## config.mk

```make
export PLATFORM = sky130hd
export DESIGN_NAME = adc_sample_sequencer
export DESIGN_NICKNAME = d
export VERILOG_FILES = /design/src/rtl/adc_seq_pkg.sv /design/src/rtl/adc_avg_accumulator.sv /design/src/rtl/adc_sample_sequencer.sv
export SDC_FILE = /design/constraint.sdc
export NUM_CORES = 1
export LEC_CHECK = 0
export CAP_MARGIN = 20
export CORE_MARGIN = 4
export CORE_UTILIZATION = 45
export CTS_BUF_LIST = sky130_fd_sc_hd__clkbuf_8
export DETAILED_ROUTE_END_ITERATION = 10
export PLACE_DENSITY = 0.78
export SLEW_MARGIN = 5
export SYNTH_ARGS = -nofsm -noshare
export SYNTH_HDL_FRONTEND = slang
export SYNTH_SLANG_ARGS = --single-unit
```

## constraint.sdc

```tcl
create_clock -name clk -period 2.1 [get_ports clk]
set_input_delay 0.21 -clock clk [delete_from_list [all_inputs] [get_ports clk]]
set_output_delay 0.21 -clock clk [all_outputs]
set_load 0.01 [all_outputs]
```

## src/rtl/adc_seq_pkg.sv

```systemverilog
// Shared types and defaults for the ADC sample sequencer.
// Holds the sequencer state encoding, the overrun counter width, default
// parameter values and a saturating add helper for the lost-event counter.
package adc_seq_pkg;

  localparam int OVR_CNT_W       = 8;
  localparam int DEF_DATA_W      = 12;
  localparam int DEF_AVG_LOG2    = 2;
  localparam int DEF_TIMEOUT_CYC = 255;

  typedef enum logic [1:0] {
    IDLE     = 2'd0,
    START    = 2'd1,
    WAIT_EOC = 2'd2,
    PUSH     = 2'd3
  } seq_state_e;

  // Add 0..3 lost events to the counter, pinning at all-ones instead of wrapping.
  function automatic logic [OVR_CNT_W-1:0] sat_add(input logic [OVR_CNT_W-1:0] cnt,
                                                   input logic [1:0]           inc);
    logic [OVR_CNT_W:0] sum;
    sum = {1'b0, cnt} + {{(OVR_CNT_W-1){1'b0}}, inc};
    if (sum[OVR_CNT_W]) begin
      sat_add = {OVR_CNT_W{1'b1}};
    end else begin
      sat_add = sum[OVR_CNT_W-1:0];
    end
  endfunction

endpackage

```

## src/rtl/adc_avg_accumulator.sv

```systemverilog
// Running sum of 2^AVG_LOG2 conversion results.
// The sum is DATA_W+AVG_LOG2 bits wide, so a full set of samples can never
// overflow it. 'last' is high when the next add completes a full set; 'mean'
// is the truncated sum shifted down by AVG_LOG2.
module adc_avg_accumulator
  import adc_seq_pkg::*;
#(
  parameter int DATA_W   = DEF_DATA_W,
  parameter int AVG_LOG2 = DEF_AVG_LOG2
) (
  input  logic              clk,
  input  logic              reset,
  input  logic              add,
  input  logic              clr,
  input  logic [DATA_W-1:0] din,
  output logic              last,
  output logic [DATA_W-1:0] mean
);

  localparam int ACC_W = DATA_W + AVG_LOG2;
  localparam int CNT_W = AVG_LOG2 + 1;
  localparam logic [CNT_W-1:0] CNT_LAST = CNT_W'((1 << AVG_LOG2) - 1);

  logic [ACC_W-1:0] acc_d, acc_q;
  logic [CNT_W-1:0] cnt_d, cnt_q;

  // Next sum/count: clear wins over add so a drop never keeps a stale partial.
  always_comb begin
    acc_d = acc_q;
    cnt_d = cnt_q;
    if (clr) begin
      acc_d = {ACC_W{1'b0}};
      cnt_d = {CNT_W{1'b0}};
    end else if (add) begin
      acc_d = acc_q + ACC_W'(din);
      cnt_d = cnt_q + CNT_W'(1);
    end else begin
      acc_d = acc_q;
      cnt_d = cnt_q;
    end
  end

  // Sum and sample-count registers.
  always_ff @(posedge clk) begin
    if (reset) begin
      acc_q <= {ACC_W{1'b0}};
      cnt_q <= {CNT_W{1'b0}};
    end else begin
      acc_q <= acc_d;
      cnt_q <= cnt_d;
    end
  end

  assign last = (cnt_q == CNT_LAST);
  assign mean = DATA_W'(acc_q >> AVG_LOG2);

endmodule

```

## src/rtl/adc_sample_sequencer.sv

```systemverilog
// ADC sample sequencer: one conversion per rising edge of the oscillator tick,
// averages 2^AVG_LOG2 results and offers the mean on a valid/ready port.
// Lost ticks and discarded averages are flagged in overrun/overrun_cnt.
// Optional feature macro: ADC_SEQ_TIMEOUT_EN adds an end-of-conversion
// watchdog that abandons the conversion after TIMEOUT_CYC cycles.
module adc_sample_sequencer
  import adc_seq_pkg::*;
#(
  parameter int DATA_W      = DEF_DATA_W,
  parameter int AVG_LOG2    = DEF_AVG_LOG2,
  parameter int TIMEOUT_CYC = DEF_TIMEOUT_CYC
) (
  input  logic                 clk,
  input  logic                 reset,
  input  logic                 tick,
  input  logic                 enable,
  output logic                 conv_start,
  input  logic                 adc_eoc,
  input  logic [DATA_W-1:0]    adc_data,
  output logic [DATA_W-1:0]    sample_data,
  output logic                 sample_valid,
  input  logic                 sample_ready,
  output logic                 overrun,
  output logic [OVR_CNT_W-1:0] overrun_cnt,
  output logic                 timeout_err
);

  seq_state_e state_d, state_q;
  logic tick_q;
  logic rise_s;
  logic conv_start_d, conv_start_q;
  logic [DATA_W-1:0] sample_data_d, sample_data_q;
  logic sample_valid_d, sample_valid_q;
  logic overrun_d, overrun_q;
  logic [OVR_CNT_W-1:0] overrun_cnt_d, overrun_cnt_q;
  logic acc_add, acc_clr, acc_last, push, tick_lost, push_lost;
  logic [DATA_W-1:0] acc_mean;
  logic tmo_hit;

  assign rise_s = tick & ~tick_q;

  adc_avg_accumulator #(
    .DATA_W   (DATA_W),
    .AVG_LOG2 (AVG_LOG2)
  ) u_acc (
    .clk   (clk),
    .reset (reset),
    .add   (acc_add),
    .clr   (acc_clr),
    .din   (adc_data),
    .last  (acc_last),
    .mean  (acc_mean)
  );

`ifdef ADC_SEQ_TIMEOUT_EN
  localparam int TMO_W = $clog2(TIMEOUT_CYC + 1);
  localparam logic [TMO_W-1:0] TMO_LAST = TMO_W'(TIMEOUT_CYC - 1);

  logic [TMO_W-1:0] tmo_cnt_d, tmo_cnt_q;
  logic timeout_err_d, timeout_err_q;

  // Watchdog counts cycles spent in WAIT_EOC, restarting on every entry.
  always_comb begin
    tmo_cnt_d     = tmo_cnt_q;
    timeout_err_d = timeout_err_q | tmo_hit;
    if (state_q == WAIT_EOC) begin
      tmo_cnt_d = tmo_cnt_q + TMO_W'(1);
    end else begin
      tmo_cnt_d = {TMO_W{1'b0}};
    end
  end

  // Watchdog counter and sticky timeout flag.
  always_ff @(posedge clk) begin
    if (reset) begin
      tmo_cnt_q     <= {TMO_W{1'b0}};
      timeout_err_q <= 1'b0;
    end else begin
      tmo_cnt_q     <= tmo_cnt_d;
      timeout_err_q <= timeout_err_d;
    end
  end

  assign timeout_err = timeout_err_q;
`else
  assign timeout_err = 1'b0;
`endif

  // Sequencer next state and the accumulator/push controls it issues.
  always_comb begin
    state_d   = state_q;
    acc_add   = 1'b0;
    acc_clr   = 1'b0;
    push      = 1'b0;
    tick_lost = 1'b0;
    tmo_hit   = 1'b0;
    case (state_q)
      IDLE: begin
        // A partial average does not survive a disabled period.
        acc_clr = ~enable;
        if (rise_s && enable) begin
          state_d = START;
        end else begin
          state_d = IDLE;
        end
      end
      START: begin
        tick_lost = rise_s & enable;
        state_d   = WAIT_EOC;
      end
      WAIT_EOC: begin
        tick_lost = rise_s & enable;
        if (adc_eoc) begin
          acc_add = 1'b1;
          if (acc_last) begin
            state_d = PUSH;
          end else begin
            state_d = IDLE;
          end
`ifdef ADC_SEQ_TIMEOUT_EN
        end else if (tmo_cnt_q == TMO_LAST) begin
          tmo_hit = 1'b1;
          acc_clr = 1'b1;
          state_d = IDLE;
`endif
        end else begin
          state_d = WAIT_EOC;
        end
      end
      PUSH: begin
        tick_lost = rise_s & enable;
        push      = 1'b1;
        acc_clr   = 1'b1;
        state_d   = IDLE;
      end
      default: begin
        state_d = IDLE;
      end
    endcase
  end

  // Output register, start pulse and lost-event bookkeeping.
  always_comb begin
    conv_start_d   = (state_d == START);
    sample_data_d  = sample_data_q;
    sample_valid_d = sample_valid_q;
    push_lost      = 1'b0;
    if (push) begin
      if (sample_valid_q && !sample_ready) begin
        // Downstream still holds the previous mean: keep it, drop the new one.
        push_lost = 1'b1;
      end else begin
        sample_data_d  = acc_mean;
        sample_valid_d = 1'b1;
      end
    end else if (sample_valid_q && sample_ready) begin
      sample_valid_d = 1'b0;
    end else begin
      sample_valid_d = sample_valid_q;
    end
    overrun_d     = overrun_q | tick_lost | push_lost;
    overrun_cnt_d = sat_add(overrun_cnt_q, {1'b0, tick_lost} + {1'b0, push_lost});
  end

  // State, edge-detect and output registers.
  always_ff @(posedge clk) begin
    if (reset) begin
      state_q        <= IDLE;
      tick_q         <= 1'b0;
      conv_start_q   <= 1'b0;
      sample_data_q  <= {DATA_W{1'b0}};
      sample_valid_q <= 1'b0;
      overrun_q      <= 1'b0;
      overrun_cnt_q  <= {OVR_CNT_W{1'b0}};
    end else begin
      state_q        <= state_d;
      tick_q         <= tick;
      conv_start_q   <= conv_start_d;
      sample_data_q  <= sample_data_d;
      sample_valid_q <= sample_valid_d;
      overrun_q      <= overrun_d;
      overrun_cnt_q  <= overrun_cnt_d;
    end
  end

  assign conv_start   = conv_start_q;
  assign sample_data  = sample_data_q;
  assign sample_valid = sample_valid_q;
  assign overrun      = overrun_q;
  assign overrun_cnt  = overrun_cnt_q;

endmodule
```

After elaboration in Yosys (flattened, before gate mapping)

Index checks and enable logic that the tools add are counted.

Equality and inequality tests: 6
Div/mod/pow operators: 0
$mul: 0
Bitwise gates (word level): 7
Magnitude comparators: 0
Multiplexer cells: 15
Shifts and indexed selects: 0
Add/sub/neg operators: 4
Reduce and logical (&&, ||, !) cells: 10

Operators by type and width:

| operator                                       | number |
|---|---|
| adder 14 x 12 -> 14 bit                        | 1 |
| 2-to-1 mux 1 bit                               | 10 |
| adder 8 x 2 -> 9 bit                           | 1 |
| 2-to-1 mux 8 bit                               | 1 |
| case mux 2 bit (4 select lines)                | 1 |
| == test 2 x 1 -> 1 bit (second input constant) | 2 |
| == test 2 bit (second input constant)          | 2 |
| 2-to-1 mux 2 bit                               | 2 |
| AND reduction 2 bit                            | 2 |
| adder 3 x 1 -> 3 bit (second input constant)   | 1 |
| == test 3 x 2 -> 1 bit (second input constant) | 1 |
| logical AND 1 bit                              | 3 |
| NOT 1 bit                                      | 3 |
| OR reduction 3 bit                             | 1 |
| adder 1 x 1 -> 2 bit                           | 1 |
| AND 1 bit                                      | 2 |
| logical NOT 2 bit                              | 1 |
| != test 2 bit (second input constant)          | 1 |
| OR 1 bit                                       | 2 |
| case mux 1 bit (2 select lines)                | 1 |
| nonzero test 2 bit                             | 1 |
| OR reduction 2 bit                             | 1 |
| logical NOT 1 bit                              | 1 |

Memories kept: 0
Output and inout bits: 24
Latch bits: 0
Bits in writable memories: 0
Register bits: 43
Input port bits: 18
Memory bits (read-only): 0
Logic and storage cells: 51

Logic depth before layout (Yosys ltp)

Gate-level depths: netlist of the first run.

Depth in word-level cells: 7
Depth in mapped cells: 10
Gate-level depth less buffers: 9

Modules after synthesis

Synthesis of the first run repeated with hierarchy kept, for this count alone.

Cells, all modules: 293
Area, all modules: 2,532.4 sq um

Modules (own cells, without submodules):

| module               | cells each | area each (sq um) | times used |
|---|---|---|---|
| adc_avg_accumulator  | 169        | 1,412.6           | 1 |
| adc_sample_sequencer | 124        | 1,119.8           | 1 |

Worst setup path before layout of the first run

No wires, ideal clock.

Kind: register -> register
Start point: register state_q[0]
End point: register overrun_cnt_q[4] (netlist: overrun_cnt[4])
Arrival: 2.088 ns
Data required time: 2.035 ns
Slack: -0.053 ns
Setup time: 0.065 ns
Stages on the path, launching flop included: 11
Period minus slack after synthesis: 2.153 ns
Cells stage by stage: dfxtp_1 inv_1 ha_1 nor3_1 fa_1 and3_1 and3_1 buf_2 nand4_1 o21a_1 nor2_1

Cells in the longest elaborated chain, start to end: 6

RTL lines:

| element                                                                        | line                        | text |
|---|---|---|
| from (decl)                                                                    | adc_sample_sequencer.sv:28  | `seq_state_e state_d, state_q;` |
| from (signal assigned)                                                         | adc_sample_sequencer.sv:176 | `state_q <= state_d;` |
| == test 2 bit / == test 2 x 1 -> 1 bit (equally long branches)                 | adc_sample_sequencer.sv:97  | `case (state_q)` |
| OR reduction 3 bit (no source line) / 2-to-1 mux 1 bit (equally long branches) | n/a                         |  |
| 2-to-1 mux 1 bit, on equally long branches                                     | n/a                         |  |
| adder 1 x 1 -> 2 bit (*)                                                       | adc_sample_sequencer.sv:162 | `overrun_cnt_d = sat_add(overrun_cnt_q, {1'b0, tick_lost} + {1'b0, push_lost});` |
| adder 8 x 2 -> 9 bit (*)                                                       | adc_seq_pkg.sv:22           | `sum = {1'b0, cnt} + {{(OVR_CNT_W-1){1'b0}}, inc};` |
| 2-to-1 mux 8 bit (*)                                                           | adc_seq_pkg.sv:23           | `if (sum[OVR_CNT_W]) begin` |
| to (signal assigned)                                                           | adc_sample_sequencer.sv:174 | `overrun_cnt_q <= {OVR_CNT_W{1'b0}};` |
| to (signal assigned)                                                           | adc_sample_sequencer.sv:182 | `overrun_cnt_q <= overrun_cnt_d;` |
| to (decl)                                                                      | adc_sample_sequencer.sv:35  | `logic [OVR_CNT_W-1:0] overrun_cnt_d, overrun_cnt_q;` |

Mark *: on every way between the ends. The rest lies on a longest branch, timed or not.
A chain may end at the register's enable or synchronous reset.

Worst setup path in the final report of the first run

Start point: register u_acc.acc_q[0]
End point: register u_acc.acc_q[6]

Cells in the longest elaborated chain, start to end: 1

RTL lines:

| element                 | line                      | text |
|---|---|---|
| from (decl)             | adc_avg_accumulator.sv:24 | `logic [ACC_W-1:0] acc_d, acc_q;` |
| from (signal assigned)  | adc_avg_accumulator.sv:46 | `acc_q <= {ACC_W{1'b0}};` |
| adder 14 x 12 -> 14 bit | adc_avg_accumulator.sv:35 | `acc_d = acc_q + ACC_W'(din);` |

No other way between the ends.

==> impl_results.rst, run 1 <==
.. list-table::
   :header-rows: 1

   * - Metric
     - Value
   * - Result of the run
     - finished clean
   * - Non-filler instance count after layout
     - 391
   * - Routability Congestion
     - 0.875
   * - Proportion of register bits with asynchronous set or reset after synthesis
     - 0%
   * - Final hold viol count
     - 0
   * - Accumulated negative setup slack
     - 0 ns
   * - Placed instance count
     - 382
   * - Number of H-tree branching levels
     - 2
   * - Largest area contributor in the netlist
     - dfxtp_1
   * - Maximum clock rate
     - 0.477 GHz
   * - R2R Path End
     - u_acc.acc_q[6]
   * - Final cycle utilization of the critical path
     - between 90% and 100%
   * - Sum of buffers and inverters on the critical path
     - 2
   * - Launch point of the worst path
     - u_acc.acc_q[0]
   * - Data required time at the worst endpoint
     - 2.34 ns
   * - DRC violations left
     - 0
   * - Clock network latency to the later pin of the worst-skew pair
     - approximately 0.30 ns
   * - Reported leakage power
     - 0.00131 uW
   * - Area of the mapped netlist
     - 2250 um^2
   * - Synth top area share
     - 38.2%
   * - TritonCTS Sinks
     - 43
   * - DR iter-0 viols
     - 125
   * - Type of the setup path with the least slack
     - register to register
   * - Mean routed wirelength per cell
     - 12.9 um
   * - Slew at the pin closest to its max-slew limit
     - ~0.5 ns
   * - Area added between synthesis and finish
     - 34.8%
   * - Area contributors post-synth
     - dfxtp_1 (38%), ha_1 (9.4%), a21oi_1 (6.2%)
   * - Max Buffers Root-to-Sink
     - 2
   * - Reg-to-reg slack, setup
     - 0.005 ns
   * - Gr usage total
     - 16.6%
   * - Min-Delay Path Class
     - input pin to register
   * - Area after detailed placement
     - 2880 um^2
   * - Synth warn
     - 0
   * - Power density of the placed cells
     - 507 nW/um^2
   * - DR vias/cell
     - about 5.1
   * - Fill cell total of the finished layout
     - 403
   * - Final max-slew violation count
     - 0
   * - Setup skew after layout
     - roughly 0.014 ns
   * - Peak supply drop
     - 0.000254 V
   * - PnR worst setup slack
     - 0.00479 ns
   * - Die area
     - 6200 um^2
   * - Layout Cell Area excl Fill
     - 3030 um^2
   * - Signal arrival time at the worst endpoint
     - 2.34 ns
   * - Diodes inserted
     - 0
   * - Chip Width
     - about 80 um
   * - Final wirelength
     - 5030 um
   * - Wire length of the first global-routing pass
     - approximately 8500 um
   * - CTS tree
     - yes
   * - Area taken by flip-flops and latches
     - 865 um^2
   * - Number of antenna violations at the first check in global routing
     - 0
   * - Area occupied by multi-input gates
     - 1340 um^2
   * - Crit path max fanout
     - 2
   * - HPWL after detailed placement
     - 3750 um
   * - Row Count
     - 25
   * - Clk root buf
     - clkbuf_8
   * - Fraction of final layout cells sized beyond drive strength 1
     - approximately 17%
   * - Kind of cell with the highest combined delay on the critical path
     - simple AND/OR/NAND/NOR gates
   * - Residual antenna-violating net count after detailed routing
     - 0
   * - Core region area
     - 4790 um^2
   * - Period minus WS final
     - 2.10 ns
   * - Most used standard cells in the synthesized netlist
     - dfxtp_1 (43), nor2_1 (30), a21oi_1 (28)
   * - Launching point of the worst reg2reg path
     - u_acc.acc_q[0]
   * - Tightest slew margin relative to the limit
     - 66.8%
   * - Kind of end point of the critical path
     - register
   * - Max stage delay cell, worst path
     - or3_1
   * - Starting density of the core
     - 47.0%
   * - Net count reported at finish
     - 360
   * - HP Start
     - adc_data[0]
   * - Maxcap violations
     - 0
   * - Count of cells along the worst register-to-register path
     - 10
   * - Syn avg cell area
     - 8.59 um^2
   * - Die Y
     - 78.7 um
   * - I/O pin cnt
     - between 40 and 50
   * - Maximum number of pins on one net before global-route repair
     - 28
   * - EDFF count, synth
     - 0
   * - Share of the yosys chip area belonging to registers
     - 38.2%
   * - Most frequent cell after synthesis
     - dfxtp_1
   * - Number of I/O port buffers
     - 40
   * - Clock slew seen by the registers of the worst setup and hold paths
     - 0.09 ns
   * - First drt pass iteration count
     - 4
   * - Sort of element at the start of the critical path
     - register
   * - Via count
     - between 1,500 and 2,000
   * - Syn Inst Count
     - approximately 260
   * - Setup repair after global routing missed its margin
     - true
   * - Netlist cell types
     - 46
   * - Via count of the first global-routing pass
     - 1,828
   * - Total CTS buffers
     - 5
   * - Crit path largest cell delay
     - 0.37 ns
   * - Number of nets in the synthesized netlist
     - 299
   * - Hold WS
     - 0.347 ns
   * - Timing endpoint of the critical path
     - u_acc.acc_q[6]
   * - Most used DFF post-synth
     - dfxtp_1
   * - Count of state elements after synthesis
     - 43
   * - Crit. path cell count
     - 10
   * - Critical path, cell by cell
     - ha_4, inv_2, fa_2, and2b_1, o2111ai_2, buf_4, nand2_2, nor2_1, or3_1, a21oi_2
   * - Number of setup violations in the final report
     - 0
   * - Gr ovfl total
     - 0
   * - Worst Setup Slack post-DPL
     - -0.337 ns
[state kept, by name, summed over array words and instances, names as in the netlist]
signal and count:
state_q 2, sample_data 12, u_acc.acc_q 14, u_acc.cnt_q 3
overrun_cnt 8, sample_valid 1, overrun 1, conv_start 1
tick_q 1
[per-stage QoR]
step	power, uW	util (%)
3_3_place_gp	984	60.1
4_1_cts	1540	62.2
5_1_grt	1610	63.4
2_1_floorplan	918	-
6_report	1540	63.4
3_5_place_dp	985	60.1
[logic make-up (layout without fill, tap and decap cells)]
family	after synthesis	in the layout	share of synthesized area [%]
flip-flops	43	43	38.2
AO/OA/AOI/OAI	54	54	15.3
other	1	1	0.167
XOR/XNOR	7	7	2.72
adder cells (fa/ha/maj)	19	19	11.2
buffers and inverters	24	86	4.39
multiplexers	14	14	6.23
AND/OR/NAND/NOR	100	100	21.7
[routing by layer]
| layer | share of wire, % | GRT usage [%] | vias up | routed length (um) |
|---|---|---|---|---|
| li1 | - | - | 1039 | - |
| met1 | 48 | 22.5 | 900 | 2410 |
| met2 | 47 | 27.2 | 41 | 2370 |
| met3 | 3.1 | 2.38 | 7 | 156 |
| met4 | 1.8 | 5.42 | 0 | 90 |
| met5 | 0 | 0 | - | 0 |
[worst register-to-register path, cell delays in order (launching register included)]
cell       delay [ns]
dfxtp_2          0.36
ha_4             0.14
inv_2            0.04
fa_2             0.34
and2b_1          0.24
o2111ai_2        0.16
buf_4            0.18
nand2_2          0.05
nor2_1           0.03
or3_1            0.37
a21oi_2          0.11
[repair_timing]
item,in CTS,in global routing
resized for setup,1,16
setup buffers,0,1
setup endpoints to repair,4,14
hold buffers,0,0
pin swaps,1,5
[cell usage in the layout (no fill, tap or decap), types with 2 or more instances in the layout]
cell type / Yosys / final
a211oi_1: 2 / 2
a21o_1: 5 / 5
a21oi_1: 28 / 27
a21oi_2: 1 / 2
a31oi_1: 2 / 2
and2_1: 2 / 2
and3_1: 4 / 3
buf_4: 1 / 27
clkbuf_8: 0 / 5
clkdlybuf4s50_1: 0 / 39
dfxtp_1: 43 / 40
dfxtp_2: 0 / 3
ha_1: 17 / 15
ha_4: 0 / 2
inv_1: 10 / 9
inv_6: 0 / 2
mux2i_1: 14 / 14
nand2_1: 22 / 21
nand2b_1: 2 / 2
nand3_1: 11 / 11
nand4_1: 5 / 5
nor2_1: 30 / 29
nor2b_1: 2 / 2
nor3_1: 8 / 7
nor4_1: 2 / 2
o21a_1: 2 / 2
o21ai_0: 5 / 5
or3_1: 6 / 6
xnor2_1: 5 / 5
xor2_1: 2 / 2
[layout make-up]
cell class                      instances  share of cell area [%]
Tap cell                               67                    2.76
Clock inverter                          3                   0.866
Timing Repair Buffer                   67                    20.0
Sequential cell                        43                    28.5
Clock buffer                            5                    2.27
Multi-Input combinational cell        195                    44.3
Inverter                               11                    1.36
[power by group]
| group | internal, uW | total [uW] | leakage, uW | switching (uW) |
|---|---|---|---|---|
| combinational | 73.9 | 149 | 0.000917 | 74.9 |
| clock | 245 | 564 | 0.0000491 | 319 |
| sequential | 820 | 825 | 0.000348 | 4.38 |
| total | 1140 | 1540 | 0.00131 | 398 |
[how the worst min path moves through the flow]
stage / cells past startpoint / slack [ns] / to
after detailed placement: 2 / 0.45 / u_acc.acc_q[0]
after global placement: 2 / 0.45 / u_acc.acc_q[0]
after floorplan: 1 / 0.34 / tick_q
after CTS: 2 / 0.47 / u_acc.acc_q[0]
after global routing: 4 / 0.40 / u_acc.acc_q[0]
final: 4 / 0.35 / u_acc.acc_q[0]
No activity file was read; power rests on OpenSTA's default activity.
==> run 2, diff against run 1 <==
--- a/config.mk
+++ b/config.mk
@@ -7,10 +7,10 @@
 export LEC_CHECK = 0
 export CAP_MARGIN = 20
 export CORE_MARGIN = 4
-export CORE_UTILIZATION = 45
+export CORE_UTILIZATION = 47
 export CTS_BUF_LIST = sky130_fd_sc_hd__clkbuf_8
 export DETAILED_ROUTE_END_ITERATION = 10
-export PLACE_DENSITY = 0.78
+export PLACE_DENSITY = 0.81
 export SLEW_MARGIN = 5
 export SYNTH_ARGS = -nofsm -noshare
 export SYNTH_HDL_FRONTEND = slang
==> impl_results.rst, run 2 (synthesis gave the netlist of run 1 again) <==
.. list-table::
   :header-rows: 1

   * - Metric
     - Value
   * - Result of the run
     - finished clean
   * - Row Count
     - 24 (-4.0%)
   * - Launching point of the worst reg2reg path
     - u_acc.acc_q[0]
   * - Routability Congestion
     - 0.843 (-3.7%)
   * - Reg-to-reg slack, setup
     - 0.02 ns (+0.02 ns)
   * - Comb power frac
     - 9.4% (-0.3 points)
   * - Data required time at the worst endpoint
     - 2.33 ns (about the same)
   * - Die Y
     - 77.2 um (-1.9%)
   * - Kind of end point of the critical path
     - register
   * - Residual antenna-violating net count after detailed routing
     - 0 (unchanged)
   * - Kind of cell with the highest combined delay on the critical path
     - compound AO/OA/AOI/OAI gates
   * - Clock slew seen by the registers of the worst setup and hold paths
     - 0.08 ns (about the same)
   * - Number of H-tree branching levels
     - 2 (unchanged)
   * - Most common cell after layout, fill and taps aside
     - dfxtp_1
   * - Depth of the worst hold-timing path
     - 4 (unchanged)
   * - Power density of the placed cells
     - 525 nW/um^2 (+3.6%)
   * - Area after detailed placement
     - 2840 um^2 (-1.2%)
   * - Register with the most flip-flops
     - u_acc.acc_q
   * - Clk root buf
     - clkbuf_8
   * - Fraction of final layout cells sized beyond drive strength 1
     - 17.5% (+0.82 points)
   * - HPWL after detailed placement
     - 3930 um (+4.7%)
   * - Mean routed wirelength per cell
     - 15.0 um (+17%)
   * - Net count reported at finish
     - 363 (+0.83%)
   * - Min-Delay Path Class
     - input pin to register
   * - Number of antenna violations at the first check in global routing
     - 0 (unchanged)
   * - Total CTS buffers
     - 5 (unchanged)
   * - R2R Path End
     - u_acc.acc_q[12]
   * - Clock network latency to the later pin of the worst-skew pair
     - 0.31 ns (about the same)
   * - Area added between synthesis and finish
     - 35.9%
   * - Peak supply drop
     - 0.000249 V (-2.2%)
   * - Final cycle utilization of the critical path
     - 99.0% (-0.82 points)
   * - Final wirelength
     - 5670 um (+13%)
   * - Maximum number of pins on one net before global-route repair
     - 28 (unchanged)
   * - HP Start
     - adc_data[0]
   * - Clock share of power
     - 39.3% (+2.6 points)
   * - Gr ovfl total
     - 0 (unchanged)
   * - I/O pin cnt
     - 42 (unchanged)
   * - CTS tree
     - yes
   * - Layout Cell Area excl Fill
     - 3060 um^2 (+0.82%)
   * - Max Buffers Root-to-Sink
     - 2 (unchanged)
   * - Wire length of the first global-routing pass
     - 9290 um (+9.8%)
   * - Commonest cells after routing, fill and taps aside
     - dfxtp_1 (40), clkdlybuf4s50_1 (39), buf_4 (30)
   * - Maximum clock rate
     - 0.481 GHz (+0.83%)
   * - Design internal power
     - 1240 uW (+8.7%)
   * - Via count
     - 2,120 (+6.7%)
   * - Count of cells along the worst register-to-register path
     - 9 (-1)
   * - Accumulated negative setup slack
     - 0 ns (unchanged)
   * - Crit path max fanout
     - 3 (+1)
   * - Via count of the first global-routing pass
     - 2,017 (+10%)
   * - Die area
     - 5960 um^2 (-3.8%)
   * - Setup skew after layout
     - 0.00693 ns (-0.00751 ns)
   * - Period minus WS final
     - 2.08 ns (-0.0172 ns)
   * - Number of setup violations in the final report
     - 0 (unchanged)
   * - Switching pwr
     - 366 uW (-7.9%)
   * - Diodes inserted
     - 0 (unchanged)
   * - Switching fraction of total power
     - 22.8% (-3.1 points)
   * - Signal arrival time at the worst endpoint
     - 2.30 ns (-0.04 ns)
   * - DR iter-0 viols
     - 107 (-14%)
   * - Gr usage total
     - 19.3% (+2.7 points)
   * - Final hold viol count
     - 0 (unchanged)
   * - Core region area
     - 4500 um^2 (-5.9%)
   * - TritonCTS Sinks
     - 43 (unchanged)
   * - DRC violations left
     - 0 (unchanged)
   * - Starting density of the core
     - 50.0% (+2.9 points)
   * - Chip Width
     - 77.2 um (-1.9%)
   * - Sum of buffers and inverters on the critical path
     - 1 (-1)
   * - DR vias/cell
     - 5.61 (+10%)
   * - Crit path largest cell delay
     - 0.37 ns (about the same)
   * - End of the worst hold path
     - u_acc.acc_q[0]
   * - Critical path, cell by cell
     - ha_4, inv_2, fa_2, and2b_1, o2111ai_2, a21boi_2, nor2_1, o22ai_2, mux2i_1
   * - Max stage delay cell, worst path
     - dfxtp_2
   * - Type of the setup path with the least slack
     - register to register
   * - Proportion of power drawn by flip-flops and latches
     - 51.4% (-2.3 points)
   * - Sort of element at the start of the critical path
     - register
   * - Number of I/O port buffers
     - 40 (unchanged)
   * - Final max-slew violation count
     - 0 (unchanged)
   * - Total power consumption of the routed design
     - 1610 uW (+4.4%)
   * - First drt pass iteration count
     - 4 (unchanged)
   * - Reported leakage power
     - 0.00133 uW (+1.4%)
   * - Maxcap violations
     - 0 (unchanged)
   * - Max reg flops
     - 14 (unchanged)
==> run 2: final cells by class <==
class                           count  area [um^2]
Clock buffer                        5         68.8
Clock inverter                      2         33.8
Fill cell                         355         1450
Inverter                           11         41.3
Multi-Input combinational cell    195         1360
Sequential cell                    43          865
Tap cell                           52         65.1
Timing Repair Buffer               70          628
==> run 2: per-stage QoR <==
stage	util [%]	hold slack (ns)	cells	setup WS (ns)
2_1_floorplan	-	0.338	262	0.0125
3_3_place_gp	63.1	0.448	365	-0.260
3_5_place_dp	63.1	0.453	365	-0.402
4_1_cts	66.7	0.463	377	0.00606
5_1_grt	67.9	0.407	378	-0.0169
6_report	67.9	0.375	378	0.0220
==> run 2: power groups by stage <==
stage | registers (uW) | clock network (uW) | logic, uW
after detailed placement | 843 | 0 | 142
after global routing | 825 | 675 | 165
after CTS | 824 | 640 | 147
after floorplan | 843 | 0 | 74.6
after global placement | 843 | 0 | 140
final | 825 | 630 | 151
==> run 2: worst max path at each step <==
stage                         from         endpoint  slack (ns)  cells after the start
floorplan               state_q[1]   overrun_cnt[4]        0.01                     10
global placement       adc_data[0]  u_acc.acc_q[12]       -0.26                     10
detailed placement     adc_data[0]  u_acc.acc_q[12]       -0.40                     10
CTS                    adc_data[0]  u_acc.acc_q[12]       0.006                     10
global route        u_acc.acc_q[0]  u_acc.acc_q[12]       -0.02                      9
finish              u_acc.acc_q[0]  u_acc.acc_q[12]        0.02                      9
==> run 2: what timing repair did <==
action	CTS	global route
gates resized for setup	6	15
pin swaps	5	9
setup buffers	5	1
setup endpoints to repair	7	14
endpoints found under the hold margin	0	0
hold buffers	0	0
==> run 2: worst reg2reg max path, cell delays in order, from the launching register on <==
cell	delay, ns
dfxtp_2	0.37
ha_4	0.15
inv_2	0.04
fa_2	0.35
and2b_1	0.24
o2111ai_2	0.15
a21boi_2	0.25
nor2_1	0.09
o22ai_2	0.14
mux2i_1	0.22
==> run 2: routing by layer <==
metal	GRT usage, %	routed length (um)	vias to the layer above
met5	0	0	-
met4	8.36	168	0
met3	3.51	275	19
met2	32.9	2870	74
met1	23.6	2360	980
li1	-	-	1047
==> patch: new RTL, settings of run 2 <==
Re-encode `seq_state_e` (4 states) as one-hot, 4 bits wide.
--- a/src/rtl/adc_seq_pkg.sv
+++ b/src/rtl/adc_seq_pkg.sv
@@ -9,9 +9,9 @@
   localparam int DEF_TIMEOUT_CYC = 255;
 
-  typedef enum logic [1:0] {
-    IDLE     = 2'd0,
-    START    = 2'd1,
-    WAIT_EOC = 2'd2,
-    PUSH     = 2'd3
+  typedef enum logic [3:0] {
+    IDLE     = 4'b0001,
+    START    = 4'b0010,
+    WAIT_EOC = 4'b0100,
+    PUSH     = 4'b1000
   } seq_state_e;
 
Check against the original RTL: no difference found for any inputs over 10 cycles, from zero or initial values and one cycle with reset high; not proved beyond that.
==> patch against run 2 <==
  * Cell area is 5.3% higher
  * Setup slack better by 0.037 ns
  * Power is 6.9% lower
  * Combinational power is 5% lower
  * Via count grew 1.7%
  * Area after synthesis rose by 4.1%
  * Fmax increased by 1.8%
  * Sequential cell count rose by 2
  * Highest routed layer unchanged
  * Non-clock buffer count rose by 13
  * Wire length shrank 4.4%
  * Global-route usage is 1.1 points lower
  * Clock skew is 0.0015 ns higher
==> patch: results (changes against run 2) <==
Hold path
  – WHS Endpoint: u_acc.cnt_q[1]$_SDFFE_PP0P_
  – HP Start: u_acc.cnt_q[1]$_SDFFE_PP0P_
  – Hold path depth: 2 (-2)

Worst setup path
  – FF-to-FF Start: state_q[3]$_SDFF_PP0_
  – FF-to-FF path depth: 10 (+1)
  – R2r setup slk: 0.06 ns (+0.04 ns)
  – Critical path depth: 8 (-1)
  – CP max FO: 6 (+3)
  – R2R Path End: overrun_cnt[1]$_SDFF_PP0_
  – CP max stage cell: clkdlybuf4s50_1
  – WP data arrival: 2.23 ns (-0.07 ns)
  – Max stage delay on crit path: 0.46 ns (+0.09 ns)
  – Setup crit start: adc_data[1]

Finish
  – Reg area: 910 um2 (+5.2%)
  – Multi-Input Combinational: 205 (+5.1%)
  – Buffers, non-clock: 83 (+19%)
  – Clock Network Area Fraction: 2.49% (-0.87 points)
  – Multi-input gate share of total cell area: 43.4% (-0.96 points)
  – Seq cells: 45 (+4.7%)
  – Fillers: 388 (+9.3%)
  – Non-CTS inverters: 7 (-4)
  – Area grow syn2layout: 37.6%
  – Seq/total area: 28.2% (-0.029 points)
  – Final nets: 381 (+5.0%)
  – Final cell count without fillers: 415 (+9.8%)
  – Share of cells above drive strength 1: 19.8% (+2.3 points)

Routing
  – Starting DRT DRC Count: 79 (-26%)
  – Met3 wire len: 165 um (-40%)
  – Metal-1 WL: 2450 um (+3.6%)
  – Met2 wire len: 2750 um (-4.3%)
  – Vias: 2,157 (+1.7%)

Synth
  – Synth Area in Compound Gates: 17.2% (+1.9 points)
  – Post-Synth Adder-Cell Area: 9.19% (-2.0 points)
  – Top cells by count, synth: dfxtp_1, nor2_1, a21oi_1
  – Syn avg cell area: 8.61 um2 (+0.23%)
  – Mux contribution to synthesized area: 5.13% (-1.1 points)
  – Top cells by area, synth: dfxtp_1, ha_1, a21oi_1, mux2i_1, nor2_1
  – Syn Nets: 306 (+2.3%)

Place
  – Final HPWL DP: 3970 um (+1.0%)
  – Placed insts: 400 (+9.6%)
  – Routability Congestion: 0.840 (-0.37%)
  – Cell Area, Placed: 3040 um2 (+6.9%)

Global route
  – Largest net degree at the start of global routing: 23 (-18%)
  – GR Util All Layers: 18.2% (-1.1 points)
  – Met1 Resource Use GR: 22.8% (-0.82 points)
  – Met2 GRT Util: 31.7% (-1.2 points)
  – First-pass GRT wire length: 9170 um (-1.3%)
  – Met3 Use GR: 3.33% (-0.19 points)

Pwr
  – Leak Pwr: 1.31 nW (-2.0%)
  – Max IR drop VDD: 410 uV (+65%)

Outcome
  – Outcome: finished clean

Timing
  – Clock Skew: 0.00843 ns (+0.00151 ns)
[patch: cell count changes after synthesis, moves of 4 or more]
cell | run 2 | this run
a21o_1 | 5 | 1
nand2_1 | 22 | 26
o21ai_0 | 5 | 10
or3_1 | 6 | 0
xnor2_1 | 5 | 10
[patch: per-stage QoR]
step | setup slack (ns) | util (%) | hold slack, ns
2_1_floorplan | 0.00218 | - | 0.338
3_3_place_gp | -0.199 | 63.5 | 0.445
3_5_place_dp | -0.270 | 63.5 | 0.451
4_1_cts | 0.00623 | 66.5 | 0.470
5_1_grt | -0.0369 | 67.3 | 0.506
6_report | 0.0594 | 67.3 | 0.465
[patch: what timing repair did]
action                     4_1_cts  5_1_grt
pin swaps                        4        6
resized for setup                7        9
setup buffers                    5        2
hold endpoints to repair         0        0
setup endpoints to repair        5        8
[patch: power breakdown]
group          total, W  switching [W]  internal, W
registers      0.000857     0.00000354     0.000854
clock network  0.000493       0.000270     0.000222
logic          0.000144      0.0000671    0.0000771
total           0.00149       0.000341      0.00115
